===== config.mk =====
export PLATFORM = sky130hd
export DESIGN_NAME = jt12_mix_acc
export DESIGN_NICKNAME = d
export VERILOG_FILES = /design/src/rtl/jt12_mix_acc.sv
export SDC_FILE = /design/constraint.sdc
export NUM_CORES = 1
export LEC_CHECK = 0
export ABC_CLOCK_PERIOD_IN_PS = 7850
export BUFFER_PORTS_ARGS = -buffer_cell sky130_fd_sc_hd__buf_2
export CAP_MARGIN = 10
export CORE_MARGIN = 2
export CORE_UTILIZATION = 40
export CTS_BUF_LIST = sky130_fd_sc_hd__clkbuf_8
export DETAILED_ROUTE_END_ITERATION = 10
export HOLD_SLACK_MARGIN = 0.08
export REMOVE_ABC_BUFFERS = 1
export SYNTH_ARGS = -nofsm -noshare
export SYNTH_HDL_FRONTEND = slang
export SYNTH_SLANG_ARGS = --single-unit

===== constraint.sdc =====
create_clock -name clk -period 7.85 [get_ports clk]
set_clock_uncertainty 0.15 [all_clocks]
set_input_delay 1.57 -clock clk [delete_from_list [all_inputs] [get_ports clk]]
set_output_delay 1.57 -clock clk [all_outputs]
set_load 0.01 [all_outputs]

===== src/rtl/jt12_mix_acc.sv =====
// jt12_mix_acc: time-multiplexed per-channel operator accumulator and stereo mixer.
// Optional JT12_MIX_LADDER_EN adds the DAC ladder offset to each completed channel.
module jt12_mix_acc #(
  parameter int CH   = 6,
  parameter int WIN  = 9,
  parameter int WACC = 9,
  parameter int WOUT = 16,
  parameter int SAT  = 1
) (
  input  logic                   clk,
  input  logic                   rst,
  input  logic                   clk_en,
  input  logic                   zero,
  input  logic signed [WIN-1:0]  op_result,
  input  logic [2:0]             alg,
  input  logic [1:0]             rl,
  input  logic [CH-1:0]          ch_mask,
  input  logic                   pcm_en,
  input  logic signed [WIN-1:0]  pcm,
  output logic signed [WOUT-1:0] left,
  output logic signed [WOUT-1:0] right,
  output logic                   sample_valid
);
  localparam int CW = CH > 1 ? $clog2(CH) : 1;
  localparam logic [CW-1:0] LAST = CW'(CH - 1);
  function automatic logic signed [WACC-1:0] add_acc(input logic signed [WACC-1:0] a, input logic signed [WACC-1:0] b);
    logic [WACC:0] t;
    t = {a[WACC-1], a} + {b[WACC-1], b};
    return (SAT != 0 && t[WACC] != t[WACC-1]) ? (t[WACC] ? {1'b1, {(WACC-1){1'b0}}} : {1'b0, {(WACC-1){1'b1}}}) : t[WACC-1:0];
  endfunction
  function automatic logic signed [WOUT-1:0] add_out(input logic signed [WOUT-1:0] a, input logic signed [WOUT-1:0] b);
    logic [WOUT:0] t;
    t = {a[WOUT-1], a} + {b[WOUT-1], b};
    return (SAT != 0 && t[WOUT] != t[WOUT-1]) ? (t[WOUT] ? {1'b1, {(WOUT-1){1'b0}}} : {1'b0, {(WOUT-1){1'b1}}}) : t[WOUT-1:0];
  endfunction
  logic [1:0] grp_q, grp;
  logic [CW-1:0] ch_q, ch;
  logic done_q, done, armed, active, en;
  logic signed [WACC-1:0] sum [CH];
  logic signed [WACC-1:0] op_x, sum_nx;
  logic signed [WOUT-1:0] mix_l, mix_r, base_l, base_r, cv, term_l, term_r;
`ifdef JT12_MIX_LADDER_EN
  logic signed [WOUT-1:0] off_l, off_r;
`endif
  // done marks slots past the end of the frame; they are ignored until the next zero
  always_comb begin
    grp = zero ? 2'd0 : done_q ? grp_q : ch_q == LAST ? grp_q + 2'd1 : grp_q;
    ch = zero ? '0 : done_q ? ch_q : ch_q == LAST ? '0 : ch_q + CW'(1);
    done = !zero && (done_q || (ch_q == LAST && grp_q == 2'd3));
    active = (zero || armed) && !done;
    en = alg == 3'd7 || grp == 2'd3 || (grp != 2'd0 && alg >= 3'd5) || (alg == 3'd4 && grp == 2'd2);
    op_x = WACC'(op_result);
    sum_nx = grp == 2'd0 ? (en ? op_x : '0) : (en ? add_acc(sum[ch], op_x) : sum[ch]);
    cv = !ch_mask[ch] ? '0 : (ch == LAST && pcm_en) ? WOUT'(pcm) : WOUT'(sum_nx);
`ifdef JT12_MIX_LADDER_EN
    off_l = !ch_mask[ch] ? '0 : !cv[WOUT-1] ? WOUT'(7) : rl[1] ? '0 : WOUT'(-6);
    off_r = !ch_mask[ch] ? '0 : !cv[WOUT-1] ? WOUT'(7) : rl[0] ? '0 : WOUT'(-6);
    term_l = (rl[1] ? cv : '0) + off_l;
    term_r = (rl[0] ? cv : '0) + off_r;
`else
    term_l = rl[1] ? cv : '0;
    term_r = rl[0] ? cv : '0;
`endif
    base_l = zero ? '0 : mix_l;
    base_r = zero ? '0 : mix_r;
  end
  always_ff @(posedge clk) begin
    if (rst) begin
      grp_q <= '0;
      ch_q <= '0;
      done_q <= 1'b0;
      armed <= 1'b0;
      mix_l <= '0;
      mix_r <= '0;
      left <= '0;
      right <= '0;
      sample_valid <= 1'b0;
      for (int i = 0; i < CH; i++) sum[i] <= '0;
    end else begin
      sample_valid <= clk_en && zero && armed;
      if (clk_en) begin
        if (zero || armed) begin
          grp_q <= grp;
          ch_q <= ch;
          done_q <= done;
        end
        if (zero) armed <= 1'b1;
        if (zero && armed) begin
          left <= mix_l;
          right <= mix_r;
        end
        if (active) sum[ch] <= sum_nx;
        mix_l <= (active && grp == 2'd3) ? add_out(base_l, term_l) : base_l;
        mix_r <= (active && grp == 2'd3) ? add_out(base_r, term_r) : base_r;
      end
    end
  end
endmodule


==> flow_metrics.py <==
metrics = {
    "logic_synthesis": {
        "ys_types": 76,
        "synth_edf_count": 72,
        "ys_async_sr_fraction_pct": 0,
        "ys_ff_latch": 144,
        "ys.flop_type": "edfxtp_1",
        "syn_inst": 956,
        "syn_area_per_cell_um2": 9.36,
        "yosysWarningCount": 0,
        "synth.cell_area_mm2": 0.00895,
        "seq_area_frac_synth_pct": 40.3,
    },
    "critical_path": {
        "worstPathRequired_ns": 8.09,
        "path_class": "input pin to register",
        "critPathMaxFanout": 5,
        "critPathLaunchType": "input pin",
        "r2r_slack_ns": 0.89,
        "setup.worst_path.end_class": "register",
        "crit_arrival_ns": 7.74,
    },
    "pwr": {
        "total_leakage_power_nw": 4.47,
        "p_per_area_mw_per_mm2": 149,
        "vdd_drop_max_mv": 0.109,
    },
    "run": {
        "maxCapViolCount": 0,
    },
    "final_layout": {
        "syn_to_final_growth_pct": 21.0,
        "final_layout_size_suffix_gt1_share_pct": 24.5,
        "nNetsFinal": 1204,
        "diodes": 0,
        "nFillCells": 2157,
    },
    "global_routing": {
        "track_usage_pct": 20.9,
        "top_usage_layer": "met2",
        "grtUsageMet3_pct": 2.76,
        "met1_usage_pct": 28.9,
        "antenna_found_initial": 0,
        "grt_max_degree": 64,
        "grt_pass1_wl_um": 39300,
        "use_met2_pct": 34.7,
        "overflow": 0,
        "grt_pass1_vias": 7464,
    },
    "sta": {
        "setup_tns_ns": 0,
        "tightest_slew_ns": 0.845,
        "slew_viol_final": 0,
        "slew_headroom_pct": 43.6,
        "worst_slack_ns": 0.357,
        "hold_viol": 0,
        "setup_violations": 0,
        "fmax_ghz": 0.133,
        "rsz0062_at_grt": "no",
        "finalCritPeriodShare_pct": 95.5,
        "holdWs_ns": 0.304,
        "fin_crit_ns": 7.49,
    },
    "die": {
        "die_w_um": 154,
        "pin_count": 67,
        "num_rows": 54,
        "die_area_mm2": 0.0236,
        "start_util_pct": 40.9,
        "die_y_um": 154,
        "core-area_mm2": 0.0219,
    },
    "cts": {
        "clockRootBuffer": "clkbuf_8",
        "cts.sinks": 144,
        "clk_path_buf_depth": 2,
        "numCtsBuffers": 17,
        "clk-insertion-delay-late_ns": 0.48,
        "cts-htree-levels": 4,
        "clk_pin_slew_worst_paths_ns": 0.10,
        "cts_tree": "built",
    },
    "routing": {
        "drc_errors": 0,
        "detail_route.wl_per_cell_um": 17.4,
        "first_pass_iters": 5,
        "drt-initial-drc-count": 539,
        "viasPerCell": 5.49,
        "drt_wl_total_um": 24700,
        "route.vias.total": 7775,
        "ant_nets": 0,
    },
    "worst_hold_path": {
        "min_path_type": "register to register",
    },
    "placed_design": {
        "pre_cts_slack_ns": -0.439,
        "gp_congestion": 0.864,
        "dp_hpwl_um": 18000,
        "io_buffers": 66,
    },
    "outcome": {
        "status": "completed",
    },
}
==> flip-flops by register name (all words and copies together) (netlist names) <==
signal,cells
done_q,1
right,16
ch_q,3
sum,72
left,16
mix_l,16
armed,1
mix_r,16
sample_valid,1
grp_q,2
==> cells by family (layout without fill, tap and decap cells) <==
group                      after synthesis  in the layout  synth area share [%]
DFF                                    144            144                  40.3
AOI/OAI and AO/OA                      261            261                  20.2
muxes                                   34             34                  7.09
and+or+nand+nor                        369            369                  19.3
other                                    1              9                0.0419
buffers and inverters                   70            242                  3.33
adders and majority gates               47             47                  6.82
xor gates and xnor gates                30             30                  3.02
==> final timing paths <==
path / startpoint / to / cells after the start
worst min-delay path: right[4] / right[4] / 2
worst min register to register: right[4] / right[4] / 2
worst max-delay path: zero / mix_r[1] / 28
worst max register to register: ch_q[0] / mix_r[1] / 28
==> metrics by stage <==
stage | cell area, µm² | util, % | power [W] | instances
final | 10800 | 49.5 | 0.00161 | 1416
after detailed placement | 10400 | 47.4 | 0.00104 | 1382
after global placement | 10400 | 47.4 | 0.00103 | 1382
after CTS | 10700 | 49.1 | 0.00161 | 1414
after global routing | 10800 | 49.5 | 0.00167 | 1416
after floorplan | 8770 | - | 0.000934 | 916
==> routing by layer <==
layer	vias to the layer above	part of all wire, %
met5	-	0
met4	0	1.4
met3	31	3.9
met2	184	47
met1	3748	48
li1	3812	-
==> area by class of cell <==
type | instances | area, µm² | share of cell area (%)
Sequential cell | 144 | 3600 | 33.3
Inverter | 22 | 82.6 | 0.762
Clock buffer | 17 | 234 | 2.16
Tap cell | 280 | 350 | 3.23
Clock inverter | 15 | 149 | 1.37
Timing Repair Buffer | 188 | 1260 | 11.7
Multi-Input combinational cell | 750 | 5150 | 47.5
==> worst max-delay path: stages <==
cell	delay (ns)
buf_2	0.13
nor2_4	0.16
mux4_1	0.56
mux2_2	0.30
ha_1	0.22
fa_2	0.36
a211oi_2	0.18
o21bai_1	0.11
a21oi_2	0.17
o21bai_1	0.08
a21oi_1	0.17
xnor2_1	0.16
ha_1	0.32
or3b_2	0.47
mux2i_2	0.19
nor4b_2	0.08
a211o_1	0.34
o21ai_2	0.20
buf_4	0.13
ha_1	0.25
nand2_1	0.08
o21ai_0	0.09
or2_2	0.31
o21ai_2	0.15
a21boi_1	0.10
or2_2	0.31
o311a_1	0.30
nor4_2	0.25
==> where the power goes <==
group | internal, W | total, W | switching (W)
Combinational | 0.000100 | 0.000223 | 0.000123
Sequential | 0.000800 | 0.000806 | 0.00000567
Clock | 0.000234 | 0.000581 | 0.000346
==> what timing repair did <==
action	CTS	global route
buffers inserted	0	2
gates resized for setup	0	20
endpoints found under the setup margin	0	30
hold buffers	0	0
==> synthesized netlist by cell type, drive strengths merged, types with 17 or more instances <==
master | n | area, µm²
nand2 | 139 | 522
nor2 | 105 | 407
a21oi | 90 | 454
dfxtp | 72 | 1440
edfxtp | 72 | 2160
o21ai | 51 | 255
ha | 44 | 551
nor2b | 38 | 238
clkbuf | 35 | 133
inv | 20 | 75.1
mux4 | 19 | 469
o21a | 17 | 128
==> placed cells by master, fill, tap and decap left out, types with 6 or more instances in the layout <==
cell / netlist / final
nand2_1: 139 / 138
buf_4: 2 / 120
nor2_1: 102 / 102
a21oi_1: 89 / 88
dfxtp_1: 72 / 72
edfxtp_1: 72 / 72
buf_2: 8 / 66
o21ai_0: 46 / 44
ha_1: 44 / 44
nor2b_1: 38 / 38
inv_1: 20 / 20
o21a_1: 17 / 17
clkbuf_8: 0 / 17
xnor2_1: 15 / 15
xor2_1: 14 / 14
nand3_1: 14 / 14
o211ai_1: 13 / 13
nand2b_1: 11 / 11
mux4_1: 11 / 11
o2bb2ai_1: 10 / 10
and3_1: 9 / 9
a21o_1: 9 / 9
conb_1: 1 / 9
a211oi_1: 11 / 8
a31oi_1: 8 / 8
nor3_1: 8 / 8
a22o_1: 8 / 8
mux4_2: 8 / 8
mux2_2: 8 / 8
and2_1: 8 / 7
a221oi_4: 7 / 7
or3_1: 6 / 6
inv_6: 0 / 6
Power figures use the tool's default switching activity.
